File: src/rtl/chip8_pkg.sv
// Shared CHIP-8 display definitions: framebuffer geometry, byte address type
// and the draw engine state encoding. The scan-out path imports this too.
package chip8_pkg;

  localparam int FB_WIDTH  = 64;
  localparam int FB_HEIGHT = 32;
  localparam int FB_BYTES  = 256;

  typedef logic [7:0] fb_addr_t;

  typedef enum logic [3:0] {
    ST_IDLE,
    ST_CLEAR,
    ST_FETCH,
    ST_RD_L,
    ST_WR_L,
    ST_RD_R,
    ST_WR_R,
    ST_NEXT,
    ST_DONE
  } draw_state_t;

endpackage

File: src/rtl/chip8_draw_engine_if.sv
// Command, sprite-memory and framebuffer port bundle of the draw engine.
// slave = the engine itself, master = core / memories around it.
interface chip8_draw_engine_if;
  import chip8_pkg::*;

  logic        draw_in;
  logic        clear_in;
  logic [5:0]  x_in;
  logic [4:0]  y_in;
  logic [3:0]  n_in;
  logic [11:0] i_in;
  logic [11:0] mem_addr_out;
  logic [7:0]  mem_data_in;
  fb_addr_t    fb_addr_out;
  logic [7:0]  fb_data_in;
  logic [7:0]  fb_data_out;
  logic        fb_we_out;
  logic        busy_out;
  logic        done_out;
  logic        collision_out;

  modport slave (
    input  draw_in, clear_in, x_in, y_in, n_in, i_in, mem_data_in, fb_data_in,
    output mem_addr_out, fb_addr_out, fb_data_out, fb_we_out,
           busy_out, done_out, collision_out
  );

  modport master (
    output draw_in, clear_in, x_in, y_in, n_in, i_in, mem_data_in, fb_data_in,
    input  mem_addr_out, fb_addr_out, fb_data_out, fb_we_out,
           busy_out, done_out, collision_out
  );

endinterface

File: src/rtl/chip8_draw_engine.sv
// CHIP-8 DRW / CLS executor. Reads sprite bytes from main memory, XORs them
// into the 64x32 framebuffer (one or two bytes per row depending on x
// alignment) with right/bottom clipping, and accumulates the VF collision.
module chip8_draw_engine
  import chip8_pkg::*;
#(
  parameter int MEM_LATENCY = 2,
  parameter int FB_LATENCY  = 2
) (
  input logic               clk_in,
  input logic               rst_in,
  chip8_draw_engine_if.slave bus
);

  localparam int WAIT_MAX = (MEM_LATENCY > FB_LATENCY) ? MEM_LATENCY : FB_LATENCY;
  localparam int WAIT_W   = (WAIT_MAX < 1) ? 1 : $clog2(WAIT_MAX + 1);
  localparam logic [WAIT_W-1:0] MEM_LAST = WAIT_W'(MEM_LATENCY);
  localparam logic [WAIT_W-1:0] FB_LAST  = WAIT_W'(FB_LATENCY);

  draw_state_t       state_q, state_d;
  logic [WAIT_W-1:0] wait_q, wait_d;
  logic [3:0]        r_q, r_d;
  fb_addr_t          clr_q, clr_d;
  logic [11:0]       mem_addr_q, mem_addr_d;
  fb_addr_t          fb_addr_q, fb_addr_d;
  logic [7:0]        fb_data_q, fb_data_d;
  logic              fb_we_q, fb_we_d;
  logic              busy_q, busy_d;
  logic              done_q, done_d;
  logic              coll_q, coll_d;

  logic [5:0]        x_q, x_d;
  logic [4:0]        y_q, y_d;
  logic [3:0]        n_q, n_d;
  logic [11:0]       i_q, i_d;
  logic [7:0]        s_q, s_d;

  logic [2:0]        ofs;
  logic [2:0]        col;
  logic [4:0]        row;
  logic [4:0]        r_inc;
  logic [15:0]       spread;
  logic [7:0]        left_byte;
  logic [7:0]        right_byte;

  // Sprite byte split across two framebuffer bytes by the sub-byte offset.
  assign ofs        = x_q[2:0];
  assign col        = x_q[5:3];
  assign row        = y_q + {1'b0, r_q};
  assign r_inc      = {1'b0, r_q} + 5'd1;
  assign spread     = {s_q, 8'h00} >> ofs;
  assign left_byte  = spread[15:8];
  assign right_byte = spread[7:0];

  // FSM state register.
  always_ff @(posedge clk_in) begin
    if (!rst_in) state_q <= ST_IDLE;
    else         state_q <= state_d;
  end

  // Next state plus next value of every registered output and counter.
  always_comb begin
    state_d    = state_q;
    wait_d     = wait_q;
    r_d        = r_q;
    clr_d      = clr_q;
    mem_addr_d = mem_addr_q;
    fb_addr_d  = fb_addr_q;
    fb_data_d  = fb_data_q;
    fb_we_d    = 1'b0;
    coll_d     = coll_q;
    x_d        = x_q;
    y_d        = y_q;
    n_d        = n_q;
    i_d        = i_q;
    s_d        = s_q;

    unique case (state_q)
      ST_IDLE: begin
        if (bus.clear_in) begin
          state_d = ST_CLEAR;
          clr_d   = '0;
          coll_d  = 1'b0;
        end else if (bus.draw_in) begin
          x_d    = bus.x_in;
          y_d    = bus.y_in;
          n_d    = bus.n_in;
          i_d    = bus.i_in;
          r_d    = 4'd0;
          wait_d = '0;
          coll_d = 1'b0;
          if (bus.n_in != 4'd0) begin
            state_d    = ST_FETCH;
            mem_addr_d = bus.i_in;
          end else begin
            state_d = ST_DONE;
          end
        end
      end
      ST_CLEAR: begin
        fb_addr_d = clr_q;
        fb_data_d = 8'h00;
        fb_we_d   = 1'b1;
        clr_d     = clr_q + fb_addr_t'(1);
        if (clr_q == fb_addr_t'(FB_BYTES - 1)) state_d = ST_DONE;
      end
      ST_FETCH: begin
        if (wait_q == MEM_LAST) begin
          s_d       = bus.mem_data_in;
          wait_d    = '0;
          fb_addr_d = {row, col};
          state_d   = ST_RD_L;
        end else begin
          wait_d = wait_q + 1'b1;
        end
      end
      ST_RD_L: begin
        if (wait_q == FB_LAST) begin
          fb_data_d = bus.fb_data_in ^ left_byte;
          fb_we_d   = 1'b1;
          coll_d    = coll_q | (|(bus.fb_data_in & left_byte));
          wait_d    = '0;
          state_d   = ST_WR_L;
        end else begin
          wait_d = wait_q + 1'b1;
        end
      end
      ST_WR_L: begin
        // Aligned sprites touch one byte; the last byte column has no right neighbour.
        if (ofs == 3'd0 || col == 3'd7) begin
          state_d = ST_NEXT;
        end else begin
          fb_addr_d = {row, 3'(col + 3'd1)};
          state_d   = ST_RD_R;
        end
      end
      ST_RD_R: begin
        if (wait_q == FB_LAST) begin
          fb_data_d = bus.fb_data_in ^ right_byte;
          fb_we_d   = 1'b1;
          coll_d    = coll_q | (|(bus.fb_data_in & right_byte));
          wait_d    = '0;
          state_d   = ST_WR_R;
        end else begin
          wait_d = wait_q + 1'b1;
        end
      end
      ST_WR_R: begin
        state_d = ST_NEXT;
      end
      ST_NEXT: begin
        r_d        = r_inc[3:0];
        mem_addr_d = i_q + {7'd0, r_inc};
        if (r_inc == {1'b0, n_q} ||
            ({1'b0, y_q} + {1'b0, r_inc}) == 6'(FB_HEIGHT)) begin
          state_d = ST_DONE;
        end else begin
          state_d = ST_FETCH;
        end
      end
      ST_DONE: begin
        state_d = ST_IDLE;
      end
      default: begin
        state_d = ST_IDLE;
      end
    endcase

    done_d = (state_q == ST_DONE);
    busy_d = (state_d != ST_IDLE) && (state_d != ST_DONE);
  end

  // Control counters and registered outputs; all cleared by reset.
  always_ff @(posedge clk_in) begin
    if (!rst_in) begin
      wait_q     <= '0;
      r_q        <= '0;
      clr_q      <= '0;
      mem_addr_q <= '0;
      fb_addr_q  <= '0;
      fb_data_q  <= '0;
      fb_we_q    <= 1'b0;
      busy_q     <= 1'b0;
      done_q     <= 1'b0;
      coll_q     <= 1'b0;
    end else begin
      wait_q     <= wait_d;
      r_q        <= r_d;
      clr_q      <= clr_d;
      mem_addr_q <= mem_addr_d;
      fb_addr_q  <= fb_addr_d;
      fb_data_q  <= fb_data_d;
      fb_we_q    <= fb_we_d;
      busy_q     <= busy_d;
      done_q     <= done_d;
      coll_q     <= coll_d;
    end
  end

  // Latched operands and sprite byte; always rewritten before use.
  always_ff @(posedge clk_in) begin
    x_q <= x_d;
    y_q <= y_d;
    n_q <= n_d;
    i_q <= i_d;
    s_q <= s_d;
  end

  assign bus.mem_addr_out  = mem_addr_q;
  assign bus.fb_addr_out   = fb_addr_q;
  assign bus.fb_data_out   = fb_data_q;
  assign bus.fb_we_out     = fb_we_q;
  assign bus.busy_out      = busy_q;
  assign bus.done_out      = done_q;
  assign bus.collision_out = coll_q;

endmodule

File: src/flat_wrapper.sv
// flat-port wrapper written by rule: the top's interface ports become plain ports
module chip8_draw_engine_flat import chip8_pkg::*;
#(
  parameter int MEM_LATENCY = 2,
  parameter int FB_LATENCY  = 2
)
  (clk_in, rst_in, bus_draw_in, bus_clear_in, bus_x_in, bus_y_in, bus_n_in, bus_i_in, bus_mem_data_in, bus_fb_data_in, bus_mem_addr_out, bus_fb_addr_out, bus_fb_data_out, bus_fb_we_out, bus_busy_out, bus_done_out, bus_collision_out);
  chip8_draw_engine_if bus_i ();
  input logic clk_in;
  input logic rst_in;
  input wire logic [$bits(bus_i.draw_in)-1:0] bus_draw_in;
  input wire logic [$bits(bus_i.clear_in)-1:0] bus_clear_in;
  input wire logic [$bits(bus_i.x_in)-1:0] bus_x_in;
  input wire logic [$bits(bus_i.y_in)-1:0] bus_y_in;
  input wire logic [$bits(bus_i.n_in)-1:0] bus_n_in;
  input wire logic [$bits(bus_i.i_in)-1:0] bus_i_in;
  input wire logic [$bits(bus_i.mem_data_in)-1:0] bus_mem_data_in;
  input wire logic [$bits(bus_i.fb_data_in)-1:0] bus_fb_data_in;
  output wire logic [$bits(bus_i.mem_addr_out)-1:0] bus_mem_addr_out;
  output wire logic [$bits(bus_i.fb_addr_out)-1:0] bus_fb_addr_out;
  output wire logic [$bits(bus_i.fb_data_out)-1:0] bus_fb_data_out;
  output wire logic [$bits(bus_i.fb_we_out)-1:0] bus_fb_we_out;
  output wire logic [$bits(bus_i.busy_out)-1:0] bus_busy_out;
  output wire logic [$bits(bus_i.done_out)-1:0] bus_done_out;
  output wire logic [$bits(bus_i.collision_out)-1:0] bus_collision_out;
  assign bus_i.draw_in = bus_draw_in;
  assign bus_i.clear_in = bus_clear_in;
  assign bus_i.x_in = bus_x_in;
  assign bus_i.y_in = bus_y_in;
  assign bus_i.n_in = bus_n_in;
  assign bus_i.i_in = bus_i_in;
  assign bus_i.mem_data_in = bus_mem_data_in;
  assign bus_i.fb_data_in = bus_fb_data_in;
  assign bus_mem_addr_out = bus_i.mem_addr_out;
  assign bus_fb_addr_out = bus_i.fb_addr_out;
  assign bus_fb_data_out = bus_i.fb_data_out;
  assign bus_fb_we_out = bus_i.fb_we_out;
  assign bus_busy_out = bus_i.busy_out;
  assign bus_done_out = bus_i.done_out;
  assign bus_collision_out = bus_i.collision_out;
  chip8_draw_engine #(.MEM_LATENCY(MEM_LATENCY), .FB_LATENCY(FB_LATENCY)) u_core (.clk_in(clk_in), .rst_in(rst_in), .bus(bus_i));
endmodule
File: config.mk
export PLATFORM = sky130hd
export DESIGN_NAME = chip8_draw_engine_flat
export DESIGN_NICKNAME = d
export VERILOG_FILES = /design/src/rtl/chip8_pkg.sv /design/src/rtl/chip8_draw_engine_if.sv /design/src/rtl/chip8_draw_engine.sv /design/src/flat_wrapper.sv
export SDC_FILE = /design/constraint.sdc
export NUM_CORES = 1
export LEC_CHECK = 0
export BUFFER_PORTS_ARGS = -buffer_cell sky130_fd_sc_hd__buf_4
export CORE_MARGIN = 10
export CORE_UTILIZATION = 40
export DETAILED_ROUTE_END_ITERATION = 7
export RECOVER_POWER = 100
export SLEW_MARGIN = 20
export SYNTH_ARGS = -nofsm -noshare
export SYNTH_HDL_FRONTEND = slang
export SYNTH_SLANG_ARGS = --single-unit
File: constraint.sdc
create_clock -name clk_in -period 2.7 [get_ports clk_in]
set_input_delay 0.54 -clock clk_in [delete_from_list [all_inputs] [get_ports clk_in]]
set_output_delay 0.54 -clock clk_in [all_outputs]
set_load 0.01 [all_outputs]
-- Yosys cells after proc, flatten, opt, wreduce, memory -nomap -nowiden
Index checks and enable logic that the tools add are counted.
- output and inout bits: 32
- input bits: 47
- bits in read-only memories: 0
- memory bits (writable): 0
- bits in registers: 85
- bits in latches: 0
- logic and storage cells: 116
- memories: 0
- bitwise operators: 7
- mux-type cells: 36
- reduce and logical (&&, ||, !) cells: 26
- equal/unequal tests: 23
- div/mod/pow operators: 0
- $add $sub $neg: 7
- $lt $le $gt $ge: 0
- $mul: 0
- shifts and indexed selects: 1
- operator list (operator ; count):
    case mux 8 bit (3 select lines) ; 2
    two-way mux 4 bit ; 10
    two-way mux 8 bit ; 5
    two-way mux 12 bit ; 3
    case mux 4 bit (8 select lines) ; 1
    case mux 12 bit (2 select lines) ; 1
    AND 8 bit ; 2
    == test 4 x 3 -> 1 bit, second input constant ; 4
    case mux 8 bit (2 select lines) ; 1
    OR reduction 8 bit ; 2
    right shift 16 x 3 -> 16 bit ; 1
    bitwise XOR 8 bit ; 2
    AND reduction 3 bit ; 5
    adder 12 x 5 -> 12 bit ; 1
    nonzero test 3 bit ; 3
    adder 8 x 1 -> 8 bit, second input constant ; 1
    == test 4 x 2 -> 1 bit, second input constant ; 2
    == test 8 bit, second input constant ; 1
    two-way mux 2 bit ; 4
    != test 2 x 1 -> 1 bit, second input constant ; 4
    != test 2 bit, second input constant ; 4
    case mux 4 bit (2 select lines) ; 1
    AND reduction 4 bit ; 2
    nonzero test 4 bit ; 2
    other kinds (27) ; 36

-- Depth between registers and ports, before layout
Gate-level depths: netlist of the first run.
- word-level depth: 8
- mapped depth: 10
- depth with buffers taken out: 10

-- Least setup slack after synthesis of the first run
Ideal clock, no wire load.
- kind: flip-flop to flip-flop
- start point: register u_core.r_q[0]
- end point: register u_core.mem_addr_q[7] (netlist: u_core.bus.mem_addr_out[7])
- buffers on the path: 0
- setup time: 0.086 ns
- period minus slack after synthesis: 2.362 ns
- cell stages (with the launch flop): 9
- slack: 0.338 ns
- arrival time: 2.276 ns
- data required time: 2.614 ns
- cells stage by stage: dfxtp_1 -> ha_1 -> xor2_1 -> ha_1 -> a21o_1 -> a211oi_1 -> nor3_1 -> xnor2_1 -> a211oi_1
- word-level cells in the longest chain between the ends: 3
- RTL lines (what ; line ; source):
    start, declared ; chip8_draw_engine.sv:22 ; logic [3:0] r_q, r_d;
    start signal, assigned ; chip8_draw_engine.sv:188 ; r_q <= r_d;
    adder 4 x 1 -> 5 bit ; chip8_draw_engine.sv:50 ; assign r_inc = {1'b0, r_q} + 5'd1;
    adder 12 x 5 -> 12 bit ; chip8_draw_engine.sv:153 ; mem_addr_d = i_q + {7'd0, r_inc};
    case mux 12 bit (2 select lines) ; chip8_draw_engine.sv:78 ; unique case (state_q)
    end signal, assigned ; chip8_draw_engine.sv:190 ; mem_addr_q <= mem_addr_d;
    end, declared ; chip8_draw_engine.sv:24 ; logic [11:0] mem_addr_q, mem_addr_d;
Every way passes these cells.
A chain may end at the register's enable or synchronous reset.

-- Worst setup path after layout of the first run
- start point: register u_core.r_q[1]
- end point: register u_core.busy_q (netlist: u_core.bus.busy_out)
- word-level cells in the longest chain between the ends: 8
- elaborated cells on any way between the ends: 10
- those cells by class: add/sub (2); eq/ne (3); mux (2); reduce/logical (3)
- RTL lines (what ; line ; source):
    adder 4 x 1 -> 5 bit * ; chip8_draw_engine.sv:50 ;
    adder 5 x 5 -> 6 bit ; chip8_draw_engine.sv:155 ; ({1'b0, y_q} + {1'b0, r_inc}) == 6'(FB_HEIGHT)) begin
    == test 6 bit ; chip8_draw_engine.sv:155 ;
    logical OR 1 bit * ; chip8_draw_engine.sv:154 ; if (r_inc == {1'b0, n_q} ||
    two-way mux 4 bit * ; chip8_draw_engine.sv:154 ;
    case mux 4 bit (8 select lines) * ; chip8_draw_engine.sv:78 ;
    != test 4 bit / nonzero test 4 bit (equally long branches) ; chip8_draw_engine.sv:170 ; busy_d = (state_d != ST_IDLE) && (state_d != ST_DONE);
    logical AND 1 bit * ; chip8_draw_engine.sv:170 ;
    end signal, assigned ; chip8_draw_engine.sv:194 ; busy_q <= busy_d;
    end, declared ; chip8_draw_engine.sv:28 ; logic busy_q, busy_d;
Mark *: on every way between the ends. The rest lies on a longest branch, timed or not.

==> results.py, run 1 <==
metrics = {
    "pwr": {
        "p_per_area_mw_per_mm2": 541,
        "leakagePower_nw": 2.20,
        "power_mw": 3.07,
        "peakVddDrop_v": 0.000426,
    },
    "clock_tree": {
        "clk_latency_ns": 0.34,
        "cts_setup_buffers": 0,
        "cts_buffers": 9,
        "cts_buffer_depth": 2,
        "root_buffer": "clkbuf_16",
        "cts.clk_slew.worst_paths_ns": 0.06,
        "cts_tree": "yes",
        "h-tree-depth": 3,
        "clock_sinks": 85,
    },
    "critical_path": {
        "critical_path_class": "reg -> reg",
        "max_stage_delay_ns": 0.43,
        "crit_path_start_kind": "flop",
        "required_ns": 2.99,
        "cp_max_fo": 5,
        "arrival_ns": 2.82,
        "crit_slowest_cell": "dfxtp_1",
        "crit_chain": "ha_2, xor2_4, ha_1, a21oi_1, a21boi_0, o21a_1, o221a_2, o32ai_1, or2_1",
        "critPathCaptureType": "flop",
    },
    "logic_synthesis": {
        "synth_area_leaders": "edfxtp_1 22%, dfxtp_1 21%, mux2i_1 5.5%",
        "syn_inst": 500,
        "syn_nets": 569,
        "synth_top_family_by_area": "compound AO/OA/AOI/OAI gates",
        "yosysWarnings": 0,
        "post_synth_instance_area_mm2": 0.00477,
        "synth.top_cell.area_share_pct": 22.0,
        "synth-edff-count": 35,
        "synthArstFlopShare_pct": 0,
        "yosys.area_share.simple_pct": 17.2,
        "yosysMostFrequentCell": "nand2_1",
        "ys_types": 66,
        "synth_xor_area_share_pct": 4.96,
        "synth_compound_gate_area_share_pct": 17.9,
        "synth_adder_area_share_pct": 6.45,
        "ys_ff_latch": 85,
        "ys_seq_area_share_pct": 43.0,
        "synth-main-ff-cell": "dfxtp_1",
        "synth_top_area_cell": "edfxtp_1",
        "synth_area_per_cell_um2": 9.54,
        "synthMuxAreaShare_pct": 7.19,
        "synth_common_cells": "51 x nand2_1, 50 x dfxtp_1, 45 x nor2_1",
    },
    "routing": {
        "drt_iter0_markers": 314,
        "drc_errors": 0,
        "routedWlPerCell_um": 17.1,
        "postRouteWirelength_um": 12500,
        "viasPerCell": 5.56,
        "ant_nets": 0,
        "firstDrtPassIters": 5,
        "via_count": 4064,
    },
    "finish": {
        "area.sequential_mm2": 0.00205,
        "drive_gt1_share_pct": 12.1,
        "syn_to_final_growth_pct": 19.1,
        "final_nets": 652,
        "multi_input_area_mm2": 0.00257,
        "fillers": 1165,
        "n_antenna_cell": 0,
    },
    "placed_design": {
        "port_buffers": 78,
        "gp_congestion": 0.871,
        "hpwlAfterDp_um": 9430,
    },
    "floorplan": {
        "die_height_um": 129,
        "num_rows": 39,
        "dieWidth_um": 129,
        "initial_core_util_pct": 41.2,
        "core_area_mm2": 0.0116,
        "ioPinCount": 79,
        "die_area_mm2": 0.0167,
    },
    "timing": {
        "slew_headroom_pct": 41.7,
        "setup_viol": 0,
        "tightest_slew_ns": 0.863,
        "finClkSkew_ns": 0.00505,
        "grt_setup_unrepaired": "false",
        "setup_tns_ns": 0,
        "fin_crit_sh_pct": 93.9,
        "post-route-min-period_ns": 2.53,
        "hold_viol": 0,
        "maxSlewViolCount": 0,
        "clock.fmax_ghz": 0.395,
    },
    "grt": {
        "grt_overflow_total": 0,
        "grt_max_degree": 30,
        "antenna_found_initial": 0,
        "grt_util_all_layers_pct": 15.0,
        "grt_pass1_vias": 4070,
        "grt_pass1_wl_um": 20300,
    },
    "run": {
        "cap_viol_max_count": 0,
    },
    "outcome": {
        "status": "complete, no violations",
    },
    "hold_path": {
        "worstHoldPathType": "in -> reg",
    },
}
-- path summary, 6_finish.rpt --
path | slack [ns] | depth (start not counted) | to | startpoint
max | 0.17 | 9 | u_core.bus.busy_out | u_core.r_q[1]
min reg2reg | 0.45 | 2 | u_core.bus.fb_data_out[6] | u_core.bus.fb_data_out[6]
max reg2reg | 0.17 | 9 | u_core.bus.busy_out | u_core.r_q[1]
min | 0.39 | 1 | u_core.s_q[3] | bus_mem_data_in[3]
-- metal layers --
layer  share of wire [%]  track usage, %  up-vias
met5                   0               0        -
li1                    -               -     2006
met2                  46            23.6      110
met3                 5.8            4.45       19
met4                 1.6            5.02        0
met1                  47            19.3     1929
-- flip-flops by register name, summed over array words and instances, names as in the netlist --
name and count:
u_core.bus.busy_out 1, u_core.bus.collision_out 1, u_core.bus.done_out 1, u_core.bus.fb_addr_out 8
u_core.bus.fb_data_out 8, u_core.bus.fb_we_out 1, u_core.bus.mem_addr_out 12, u_core.clr_q 8
u_core.i_q 12, u_core.n_q 4, u_core.r_q 4, u_core.s_q 8
u_core.state_q 4, u_core.wait_q 2, u_core.x_q 6, u_core.y_q 5
-- per-stage QoR --
step	setup WS, ns	cells	util, %	hold WS, ns	instance area [µm²]
after global routing	0.0317	731	49.1	0.376	5680
final	0.166	731	49.1	0.392	5680
after CTS	0.0359	731	50.7	0.358	5860
after detailed placement	0.0582	715	48.1	0.442	5570
after global placement	0.199	715	48.1	0.436	5570
after floorplan	0.338	500	-	0.452	4770
-- cell families after synthesis --
family,after synthesis
buffers and inverters,34
AOI/OAI and AO/OA,133
adders and majority gates,23
DFF,85
muxes,32
xor gates and xnor gates,27
and+or+nand+nor,166
-- cells in the final DEF (no fill, tap or decap), types with 10 or more instances in the layout --
master,synthesis,layout
clkbuf_1,9,48
a21oi_1,35,35
ha_1,19,18
dfxtp_1,50,49
mux2i_1,26,26
xnor2_1,13,13
nor2_1,45,45
xor2_1,14,13
clkbuf_4,0,28
a211oi_1,10,10
nand3_1,16,16
edfxtp_1,35,35
nand2_1,51,51
o21ai_1,15,11
o21ai_0,15,19
buf_4,1,20
-- report_power, final --
part / internal, mW / switching [mW] / total [mW] / leakage [nW]
clock: 0.739 / 0.481 / 1.22 / 0.143
combinational: 0.176 / 0.239 / 0.415 / 1.33
sequential: 1.40 / 0.0426 / 1.44 / 0.727
-- worst max-delay path, delay by kind of cell (launching register included) --
kind	cells	cell delay (ns)
XOR/XNOR	1	0.22
AO/OA/AOI/OAI	5	1.09
flip-flops	1	0.43
adder cells (fa/ha/maj)	2	0.59
AND/OR/NAND/NOR	1	0.14
-- final cells by class --
class / count / share of cell area, %
multi-input combinational: 381 / 45.3
timing repair buffer: 96 / 9.57
sequential: 85 / 36.2
clock inverter: 4 / 0.838
clock buffer: 12 / 4.34
inverter: 10 / 0.661
tap: 143 / 3.15
-- timing repair --
action,in CTS,in global routing
setup endpoints to repair,0,6
hold buffers,0,0
resized for setup,0,4
No activity file was read; power rests on OpenSTA's default activity.
==> run 2, diff against run 1 <==
--- a/config.mk
+++ b/config.mk
@@ -6,7 +6,6 @@
 export NUM_CORES = 1
 export LEC_CHECK = 0
 export BUFFER_PORTS_ARGS = -buffer_cell sky130_fd_sc_hd__buf_4
-export CORE_MARGIN = 10
 export CORE_UTILIZATION = 40
 export DETAILED_ROUTE_END_ITERATION = 7
 export RECOVER_POWER = 100
==> results.py, run 2 (synthesized netlist as in run 1, its figures left out) <==
metrics = {
    "pwr": {
        "power.internal_mw": 2.40,
        "p_per_area_mw_per_mm2": 558,
        "power_mw": 3.16,
        "p_seq_share_pct": 45.6,
        "clock_power_share_pct": 41.8,
        "switchingPower_mw": 0.769,
        "power.share.switching_pct": 24.3,
        "peakVddDrop_v": 0.000342,
        "leakagePower_nw": 2.20,
        "combPwrFrac_pct": 12.6,
    },
    "routing": {
        "drt_iter0_markers": 222,
        "via_count": 3991,
        "drc_errors": 8,
        "ant_nets": 0,
        "firstDrtPassIters": 8,
        "viasPerCell": 5.47,
        "postRouteWirelength_um": 11300,
        "routedWlPerCell_um": 15.5,
    },
    "critical_path": {
        "crit_chain": "ha_1, inv_1, fa_1, nor2b_1, o21bai_1, and3_1, o221a_2, o32ai_1, or2_1",
        "timing.rr.start": "u_core.r_q[1]",
        "max_stage_delay_ns": 0.44,
        "required_ns": 3.00,
        "reg2regPathDepth": 9,
        "rrSetupSlack_ns": 0.24,
        "regToRegEndpoint": "u_core.bus.busy_out",
        "arrival_ns": 2.76,
        "cp_max_fo": 6,
        "crit_slowest_cell": "ha_1",
        "critical_path_class": "reg -> reg",
        "critPathCaptureType": "flop",
        "crit_path_start_kind": "flop",
    },
    "timing": {
        "hold_viol": 0,
        "setup_viol": 0,
        "grt_setup_unrepaired": "false",
        "setup_tns_ns": 0,
        "post-route-min-period_ns": 2.46,
        "clock.fmax_ghz": 0.406,
        "hold_ws_ns": 0.392,
        "maxSlewViolCount": 0,
        "tightest_slew_ns": 0.861,
        "fin_crit_sh_pct": 91.3,
        "slew_headroom_pct": 41.8,
        "finClkSkew_ns": 0.00685,
    },
    "clock_tree": {
        "clock_sinks": 85,
        "clk_latency_ns": 0.34,
        "cts_resized": 0,
        "cts_buffers": 9,
        "ctsHoldBuffers": 0,
        "root_buffer": "clkbuf_16",
        "cts_buffer_depth": 2,
        "h-tree-depth": 3,
        "cts_setup_buffers": 0,
        "cts.clk_slew.worst_paths_ns": 0.06,
        "cts_tree": "yes",
    },
    "finish": {
        "final_nets": 650,
        "n_antenna_cell": 0,
        "syn_to_final_growth_pct": 19.0,
        "fin_area_mm2": 0.00567,
        "finalNonFillerCells": 729,
        "drive_gt1_share_pct": 11.1,
        "final_cell_mix": "51 x nand2_1, 51 x clkbuf_1, 49 x dfxtp_1",
    },
    "grt": {
        "grt_overflow_total": 0,
        "antenna_found_initial": 0,
        "grt_max_degree": 24,
        "grt_pass1_wl_um": 19100,
        "grt_pass1_vias": 3866,
        "grt_util_all_layers_pct": 19.6,
    },
    "floorplan": {
        "dieWidth_um": 111,
        "num_rows": 39,
        "die_height_um": 111,
        "core_area_mm2": 0.0115,
        "initial_core_util_pct": 41.4,
        "die_area_mm2": 0.0124,
        "ioPinCount": 79,
    },
    "placed_design": {
        "gp_congestion": 0.844,
        "place_area_mm2": 0.00555,
        "dpl.cell_count": 713,
        "hpwlAfterDp_um": 8440,
        "port_buffers": 78,
    },
    "run": {
        "cap_viol_max_count": 0,
    },
    "hold_path": {
        "min_from": "bus_y_in[4]",
        "holdPathEnd": "u_core.y_q[4]",
        "hold_depth": 1,
        "worstHoldPathType": "in -> reg",
    },
    "outcome": {
        "status": "finished, violations left",
        "violations": "DRC",
    },
}
-- run 2: changes by cell type in the layout (fill, tap and decap cells not counted), moves of 2 or more --
cell and change:
clkbuf_4 -2, o21ai_0 +5, clkbuf_1 +3, clkinv_2 -2, buf_4 -3, o21ai_1 -5
-- run 2: area by class of cell --
type                       instances  area (µm²)
sequential                        85        2050
clock inverter                     2        38.8
timing repair buffer              94         532
tap                              143         179
inverter                          10        37.5
clock buffer                      14         285
multi-input combinational        381        2550
fill                            1149        5840
-- run 2: critical path, delay by kind of cell (launching register included) --
kind,cells,cell delay (ns)
adders and majority gates,2,0.87
and+or+nand+nor,3,0.47
DFF,1,0.36
buffers and inverters,1,0.09
AOI/OAI and AO/OA,3,0.62
-- run 2: worst max-delay path by stage --
stage	from	end	slack (ns)	cells past startpoint
after floorplan	u_core.r_q[0]	u_core.bus.mem_addr_out[7]	0.34	8
after global placement	u_core.r_q[0]	u_core.bus.busy_out	0.29	9
after detailed placement	u_core.r_q[0]	u_core.bus.busy_out	0.22	9
after CTS	u_core.r_q[0]	u_core.bus.busy_out	0.21	9
after global routing	u_core.state_q[2]	u_core.bus.mem_addr_out[4]	0.03	5
final	u_core.r_q[1]	u_core.bus.busy_out	0.24	9
-- run 2: layer usage --
layer	part of all wire (%)	GRT usage, %	up-vias
li1	-	-	2008
met1	48	26.8	1871
met2	45	30.0	98
met3	5.5	4.26	14
met4	1.6	7.66	0
met5	0	0	-
-- run 2: power by group through the flow --
stage | Combinational [mW] | Sequential [mW] | Clock, mW
final | 0.399 | 1.44 | 1.32
after global routing | 0.445 | 1.45 | 1.40
after CTS | 0.438 | 1.45 | 1.35
after detailed placement | 0.435 | 1.47 | 0
after global placement | 0.429 | 1.47 | 0
after floorplan | 0.270 | 1.46 | 0
-- run 2: per-stage QoR --
stage	setup WS (ns)	util, %
floorplan	0.338	-
global placement	0.292	48.2
detailed placement	0.222	48.2
CTS	0.213	51.0
global route	0.0250	49.3
finish	0.235	49.3
==> run 3, diff against run 2 <==
--- a/config.mk
+++ b/config.mk
@@ -7,6 +7,7 @@
 export LEC_CHECK = 0
 export BUFFER_PORTS_ARGS = -buffer_cell sky130_fd_sc_hd__buf_4
 export CORE_UTILIZATION = 40
+export CTS_BUF_LIST = sky130_fd_sc_hd__clkbuf_4 sky130_fd_sc_hd__clkbuf_8
 export DETAILED_ROUTE_END_ITERATION = 7
 export RECOVER_POWER = 100
 export SLEW_MARGIN = 20
==> results.py, run 3 (synthesized netlist as in run 1, its figures left out) <==
metrics = {
    "placed_design": {
        "gp_congestion": 0.844,
        "dpl.cell_count": 713,
        "hpwlAfterDp_um": 8440,
        "pre_cts_slack_ns": 0.222,
        "port_buffers": 78,
    },
    "timing": {
        "fin_crit_sh_pct": 91.6,
        "finClkSkew_ns": 0.0114,
        "tightest_slew_ns": 0.843,
        "maxSlewViolCount": 0,
        "hold_viol": 0,
        "setup_viol": 0,
        "setup_tns_ns": 0,
        "layout_setup_ws_ns": 0.226,
        "post-route-min-period_ns": 2.47,
        "slew_headroom_pct": 43.0,
        "clock.fmax_ghz": 0.404,
        "grt_setup_unrepaired": "false",
    },
    "routing": {
        "viasPerCell": 5.48,
        "drt_iter0_markers": 213,
        "routedWlPerCell_um": 15.5,
        "postRouteWirelength_um": 11300,
        "via_count": 3995,
        "ant_nets": 0,
        "firstDrtPassIters": 8,
        "drc_errors": 8,
    },
    "grt": {
        "grt_pass1_vias": 3850,
        "grt_overflow_total": 0,
        "grt_util_all_layers_pct": 19.5,
        "grt_max_degree": 24,
        "grt_pass1_wl_um": 19100,
        "antenna_found_initial": 0,
    },
    "finish": {
        "post-route-util_pct": 48.5,
        "final_nets": 650,
        "final_cell_mix": "51 x nand2_1, 49 x clkbuf_1, 49 x dfxtp_1",
        "multi_input_area_mm2": 0.00255,
        "fillers": 1154,
        "syn_to_final_growth_pct": 17.1,
        "finalNonFillerCells": 729,
        "layout_commonest_cell": "nand2_1",
        "n_antenna_cell": 0,
        "drive_gt1_share_pct": 11.4,
        "area.sequential_mm2": 0.00205,
    },
    "hold_path": {
        "hold_depth": 1,
        "worstHoldPathType": "in -> reg",
    },
    "critical_path": {
        "critical_path_class": "reg -> reg",
        "arrival_ns": 2.80,
        "reg2regPathDepth": 9,
        "cp_max_fo": 6,
        "crit_path_start_kind": "flop",
        "critPathCaptureType": "flop",
        "required_ns": 3.03,
    },
    "clock_tree": {
        "cts.clk_slew.worst_paths_ns": 0.09,
        "root_buffer": "clkbuf_8",
        "clk_latency_ns": 0.38,
        "cts_buffers": 9,
        "clock_sinks": 85,
        "h-tree-depth": 3,
        "cts_buffer_depth": 2,
        "cts_tree": "yes",
    },
    "floorplan": {
        "ioPinCount": 79,
        "initial_core_util_pct": 41.4,
        "die_area_mm2": 0.0124,
        "core_area_mm2": 0.0115,
        "dieWidth_um": 111,
        "num_rows": 39,
        "die_height_um": 111,
    },
    "pwr": {
        "peakVddDrop_v": 0.000323,
        "p_per_area_mw_per_mm2": 519,
        "leakagePower_nw": 2.16,
    },
    "outcome": {
        "violations": "DRC",
        "status": "finished, violations left",
    },
    "run": {
        "cap_viol_max_count": 0,
    },
}
-- run 3: cell count changes in the layout (fill, tap and decap cells not counted), sizes merged --
cell	previous run	this run
clkbuf	90	89
bufinv	1	2
-- run 3: power breakdown --
part	leakage [nW]	switching [mW]	internal [mW]
registers	0.727	0.0492	1.39
clock network	0.121	0.463	0.595
logic	1.32	0.224	0.175
total	2.16	0.736	2.16
-- run 3: through the flow --
stage | hold slack [ns] | instance area [µm²] | power [mW]
3_3_place_gp | 0.434 | 5550 | 1.90
2_1_floorplan | 0.452 | 4770 | 1.73
5_1_grt | 0.343 | 5590 | 3.02
4_1_cts | 0.319 | 5790 | 2.97
3_5_place_dp | 0.439 | 5550 | 1.91
6_report | 0.361 | 5590 | 2.90
-- run 3: worst max-delay path: stages (launching register included) --
cell and delay, ns:
dfxtp_1 0.37, ha_1 0.44, inv_1 0.09, fa_1 0.43, nor2b_1 0.16, o21bai_1 0.07
and3_1 0.17, o221a_2 0.25, o32ai_1 0.31, or2_1 0.14
-- run 3: path summary, 6_finish.rpt --
path | end | start | slack (ns)
min | u_core.y_q[4] | bus_y_in[4] | 0.36
max | u_core.bus.busy_out | u_core.r_q[1] | 0.23
min reg2reg | u_core.bus.fb_data_out[4] | u_core.bus.fb_data_out[4] | 0.44
max reg2reg | u_core.bus.busy_out | u_core.r_q[1] | 0.23
-- run 3: per-layer routing --
layer  vias up  share of wire [%]  global-route usage (%)  wire length (µm)
li1       2005                  -                       -                 -
met1      1870                 48                    26.8              5450
met2       109                 45                    30.0              5040
met3        11                5.4                    4.10               606
met4         0                1.5                    7.30               169
met5         -                  0                       0                 0
-- run 3: repair_timing --
item	4_1_cts	5_1_grt
setup buffers	0	0
resized for setup	0	1
endpoints found under the setup margin	0	1
hold buffers	0	0
-- run 3: cell type report --
class,count,share of cell area [%]
Inverter,10,0.672
Clock inverter,3,1.23
Clock buffer,13,2.98
Tap cell,143,3.20
Sequential cell,85,36.8
Multi-Input combinational cell,381,45.6
Timing Repair Buffer,94,9.52
